`config.mk`:
```
export PLATFORM = sky130hd
export DESIGN_NAME = viterbi_codec
export DESIGN_NICKNAME = d
export VERILOG_FILES = /design/src/rtl/viterbi_codec.sv
export SDC_FILE = /design/constraint.sdc
export NUM_CORES = 1
export LEC_CHECK = 0
export ABC_AREA = 1
export CORE_MARGIN = 10
export CORE_UTILIZATION = 45
export DETAILED_ROUTE_END_ITERATION = 10
export PLACE_DENSITY = 0.68
export SLEW_MARGIN = 20
export SYNTH_ARGS = -nofsm -noshare
export SYNTH_HDL_FRONTEND = slang
export SYNTH_SLANG_ARGS = --single-unit
```
`constraint.sdc`:
```
create_clock -name clk -period 8.2 [get_ports clk]
set_clock_uncertainty 0.15 [all_clocks]
set_input_delay 1.23 -clock clk [delete_from_list [all_inputs] [get_ports clk]]
set_output_delay 1.23 -clock clk [all_outputs]
set_load 0.05 [all_outputs]
```
`src/rtl/viterbi_codec.sv`:
```
// Rate-1/2, K=3 (7,5 octal) convolutional encoder and a hard-decision
// 4-state Viterbi decoder with register-exchange survivors.
// The two halves share only clk and rst.
module viterbi_codec #(
   parameter int TB_DEPTH = 16,
   parameter int PM_W     = 6
) (
   input  logic       clk,
   input  logic       rst,
   input  logic       enc_enable_i,
   input  logic       enc_d_in,
   output logic       enc_valid_o,
   output logic [1:0] enc_d_out,
   input  logic       dec_enable,
   input  logic [1:0] dec_d_in,
   output logic       dec_d_out,
   output logic       dec_valid_o
);

   localparam int PM_MAX  = (1 << PM_W) - 1;
   // Non-zero start states get a large metric so decoding starts from state 00.
   localparam int PM_INIT = (2 * TB_DEPTH > PM_MAX) ? PM_MAX : 2 * TB_DEPTH;
   localparam int CNT_W   = $clog2(TB_DEPTH);

   // ---------------------------------------------------------------- encoder
   logic [1:0] enc_s;   // {s1,s0}, s0 = most recent accepted bit

   // Shift the accepted bit into the encoder state and register the symbol.
   always_ff @(posedge clk or negedge rst) begin
      if (!rst) begin
         enc_s       <= 2'b00;
         enc_d_out   <= 2'b00;
         enc_valid_o <= 1'b0;
      end else begin
         enc_valid_o <= enc_enable_i;
         if (enc_enable_i) begin
            enc_d_out <= {enc_d_in ^ enc_s[0] ^ enc_s[1], enc_d_in ^ enc_s[1]};
            enc_s     <= {enc_s[0], enc_d_in};
         end
      end
   end

   // ---------------------------------------------------------------- decoder
   logic [PM_W-1:0]     pm      [4];
   logic [TB_DEPTH-1:0] sv      [4];
   logic [CNT_W-1:0]    fill_cnt;   // symbols left before the survivors are full

   logic [PM_W:0]       cand0   [4];
   logic [PM_W:0]       cand1   [4];
   logic [PM_W:0]       pm_raw  [4];
   logic [PM_W:0]       pm_diff [4];
   logic [PM_W-1:0]     pm_next [4];
   logic [TB_DEPTH-1:0] sv_next [4];
   logic [PM_W:0]       pm_min;
   logic [1:0]          best;

   // Hamming distance between the received symbol and the branch label
   // for predecessor {a,b} taking input u.
   function automatic logic [1:0] branch_metric(input logic [1:0] rx, input logic a,
                                                input logic b, input logic u);
      logic [1:0] d;
      d = rx ^ {u ^ b ^ a, u ^ a};
      return {1'b0, d[1]} + {1'b0, d[0]};
   endfunction

   // Add-compare-select for all four states, then normalise to the minimum.
   // Next state n = {b,u}; its predecessors are {0,b} (index b) and {1,b}.
   always_comb begin
      pm_min = '1;
      best   = 2'd0;
      for (int n = 0; n < 4; n++) begin
         cand0[n] = {1'b0, pm[n >> 1]} +
                    (PM_W+1)'(branch_metric(dec_d_in, 1'b0, 1'(n >> 1), 1'(n & 1)));
         cand1[n] = {1'b0, pm[(n >> 1) + 2]} +
                    (PM_W+1)'(branch_metric(dec_d_in, 1'b1, 1'(n >> 1), 1'(n & 1)));
         // ties keep the a=0 predecessor
         if (cand1[n] < cand0[n]) begin
            pm_raw[n]  = cand1[n];
            sv_next[n] = (sv[(n >> 1) + 2] << 1) | TB_DEPTH'(n & 1);
         end else begin
            pm_raw[n]  = cand0[n];
            sv_next[n] = (sv[n >> 1] << 1) | TB_DEPTH'(n & 1);
         end
         if (pm_raw[n] < pm_min) begin
            pm_min = pm_raw[n];
            best   = 2'(n);
         end
      end
      for (int n = 0; n < 4; n++) begin
         pm_diff[n] = pm_raw[n] - pm_min;
         pm_next[n] = (pm_diff[n] > (PM_W+1)'(PM_MAX)) ? PM_W'(PM_MAX)
                                                       : pm_diff[n][PM_W-1:0];
      end
   end

   // Commit metrics and survivors; emit the oldest bit of the best survivor.
   always_ff @(posedge clk or negedge rst) begin
      if (!rst) begin
         for (int n = 0; n < 4; n++) begin
            pm[n] <= (n == 0) ? '0 : PM_W'(PM_INIT);
            sv[n] <= '0;
         end
         fill_cnt    <= CNT_W'(TB_DEPTH - 1);
         dec_d_out   <= 1'b0;
         dec_valid_o <= 1'b0;
      end else if (dec_enable) begin
         for (int n = 0; n < 4; n++) begin
            pm[n] <= pm_next[n];
            sv[n] <= sv_next[n];
         end
         dec_d_out <= sv_next[best][TB_DEPTH-1];
         if (!dec_valid_o) begin
            if (fill_cnt == '0) dec_valid_o <= 1'b1;
            else                fill_cnt    <= fill_cnt - 1'b1;
         end
      end
   end

endmodule

```
==> results.json <==
{
  "hold_depth": 1,
  "synth_ff_type": "dfrtp_1",
  "ys_warn_count": 0,
  "place.detailed.hpwl_um": 17600,
  "finalHoldViolations": 0,
  "yosys-top-cells-area": "dfrtp_1 (26%), nand2_1 (15%), ha_1 (11%)",
  "fin_hold_ws_ns": 0.3168,
  "cp.required_ns": 8.35,
  "wire_per_inst_um": 15.86,
  "startpoint_type": "primary input",
  "cts.clk_slew.worst_paths_ns": 0.07,
  "slowest_stage": "a211oi_2",
  "root_buffer": "clkbuf_16",
  "period_share_pct": 99.04,
  "max_slew_margin_pct": 38.98,
  "stdcell_count": 1582,
  "cp-end-kind": "flip-flop",
  "path_max_fanout": 7,
  "drt_iter0_drc": 548,
  "area_growth_pct": 37.78,
  "diodes": 0,
  "grt_pass1_vias": 7898,
  "worstRegToRegCells": 48,
  "grt_max_degree": 83,
  "coreArea_sq_um": 17240,
  "clk_latency_ns": 0.35,
  "wirelength_um": 25100,
  "yosysSeqAreaShare_pct": 28.77,
  "syn_nets": 1248,
  "grt_pass1_wl_um": 38560,
  "num_vias": 8247,
  "dp.cells": 1536,
  "die_area_sq_um": 23150,
  "avgSynthCellArea_sq_um": 6.711,
  "ys_ff_latch": 90,
  "fin_crit_ns": 8.121,
  "netlist_area_sq_um": 7859,
  "hold_path_class": "reg -> reg",
  "worst_slack_ns": 0.07893,
  "gr-total-overflow": 0,
  "worst_slew_pin_slew_ns": 0.9058,
  "worstSetupPathType": "in -> reg",
  "first_pass_iters": 5,
  "antenna_found_initial": 0,
  "nets": 1429,
  "io_buffers": 11,
  "io_pins": 12,
  "start_util_pct": 45.59,
  "synth_top_area_cell": "dfrtp_1",
  "drc": 0,
  "drive_gt1_share_pct": 31.54,
  "die_h_um": 152.2,
  "dp_slack_ns": -0.8815,
  "grtUsageTotal_pct": 19.59,
  "status": "finished, final reports clean",
  "die_w_um": 152.2,
  "synth_top_area_share_pct": 26.43,
  "final_util_pct": 62.82,
  "finalSetupViolations": 0,
  "antenna_left": 0,
  "ys_async_sr_fraction_pct": 100.0,
  "crit_path_max_incr_delay_ns": 0.42,
  "fmax_mhz": 123.1,
  "viasPerCell": 5.213,
  "cts_inserted_buffers": 9,
  "gp_congestion": 0.9808,
  "synth_edf_count": 0,
  "cts_max_path_buffers": 2,
  "synthDistinctLibCells": 40,
  "drv_slew": 0,
  "rsz0062_at_grt": "true",
  "synth_cells": 1171,
  "num_rows": 48,
  "cts_tree": "done",
  "max-cap-violations": 0,
  "cts_sinks": 90,
  "htreeDepth": 3,
  "arrival_ns": 8.27
}
[stage by stage]
step / setup TNS, ns / instance area [sq um]
CTS: 0 / 9886
global placement: -16.30 / 9454
floorplan: 0 / 7998
global route: -4.758 / 10830
detailed placement: -19.75 / 9454
finish: 0 / 10830
[cell families (layout without fill, tap and decap cells)]
logic type	Yosys count	in the layout	synth area share, %
xor gates and xnor gates	49	49	5.461
AOI/OAI and AO/OA	233	233	15.70
and+or+nand+nor	533	533	28.96
buffers and inverters	196	382	9.584
adders and majority gates	70	70	11.53
DFF	90	90	28.77
[cell type report]
| type | count | area (sq um) |
|---|---|---|
| Timing Repair Buffer | 207 | 1609 |
| Clock buffer | 10 | 229.0 |
| Fill cell | 1514 | 6409 |
| Clock inverter | 6 | 96.34 |
| Tap cell | 225 | 281.5 |
| Inverter | 159 | 620.6 |
| Sequential cell | 90 | 2261 |
| Multi-Input combinational cell | 885 | 5731 |
[final timing paths]
path	slack (ns)	from	to
max	0.08	dec_d_in[0]	pm[5]
min	0.32	sv[0]	sv[0]
max reg2reg	0.81	pm[19]	pm[5]
min reg2reg	0.32	sv[0]	sv[0]
max in group asynchronous	6.11	rst	sv[29]
min in group asynchronous	0.70	rst	sv[2]
[synthesized netlist by cell type (all sizes together), types with 3 or more instances]
cell type  number
nand2         335
inv           159
o21ai         152
nand3          87
nor2           86
dfrtp          83
ha             66
a21oi          60
xor2           37
clkbuf         30
xnor2          12
or2            10
nand4           9
buf             7
dfstp           7
a31oi           4
fa              4
o21a            3
o21bai          3
o22ai           3
[critical path, delay by kind of cell]
family / cells / cell delay (ns)
xor+xnor: 1 / 0.18
buf+inv: 9 / 0.86
fa+ha+maj: 9 / 2.02
compound gates: 11 / 1.91
simple gates: 21 / 2.01
[cell usage in the layout, fill, tap and decap left out, types with 8 or more instances in the layout]
cell / Yosys / final
nand2_4: 1 / 15
xor2_2: 0 / 9
ha_4: 0 / 25
buf_4: 0 / 190
nand4_1: 9 / 9
a21oi_2: 0 / 11
inv_1: 156 / 134
xnor2_1: 12 / 12
clkbuf_16: 0 / 9
nor2_1: 84 / 76
nand3_2: 2 / 18
o21ai_2: 0 / 9
inv_2: 3 / 17
a21oi_1: 59 / 46
nand3_1: 85 / 69
or2_2: 9 / 8
xor2_1: 37 / 28
ha_1: 66 / 37
nand2_2: 30 / 55
o21ai_0: 145 / 129
dfrtp_1: 83 / 83
nand2_1: 304 / 264
[state kept, by name, indices dropped and copies added (netlist names)]
| signal | flops |
|---|---|
| enc_s | 2 |
| dec_d_out | 1 |
| sv | 55 |
| enc_valid_o | 1 |
| enc_d_out | 2 |
| dec_valid_o | 1 |
| pm | 24 |
| fill_cnt | 4 |
[routing by layer]
layer / vias to the layer above / part of all wire (%) / wire [um] / track usage, %
li1: 4139 / - / - / -
met1: 3864 / 44 / 11050 / 24.92
met2: 187 / 49 / 12250 / 33.04
met3: 57 / 3.6 / 904 / 2.964
met4: 0 / 3.6 / 894 / 6.648
met5: - / 0 / 0 / 0
[timing repair]
item / in CTS / in global routing
hold buffers: 0 / 0
endpoints found under the setup margin: 24 / 24
gates cloned: 0 / 0
gates resized for setup: 15 / 188
buffers inserted: 10 / 20
pin swaps: 8 / 79
Power is left out: the tool's default activity adds up to more than one toggle a clock period on the data nets, which glitch-free logic cannot reach.
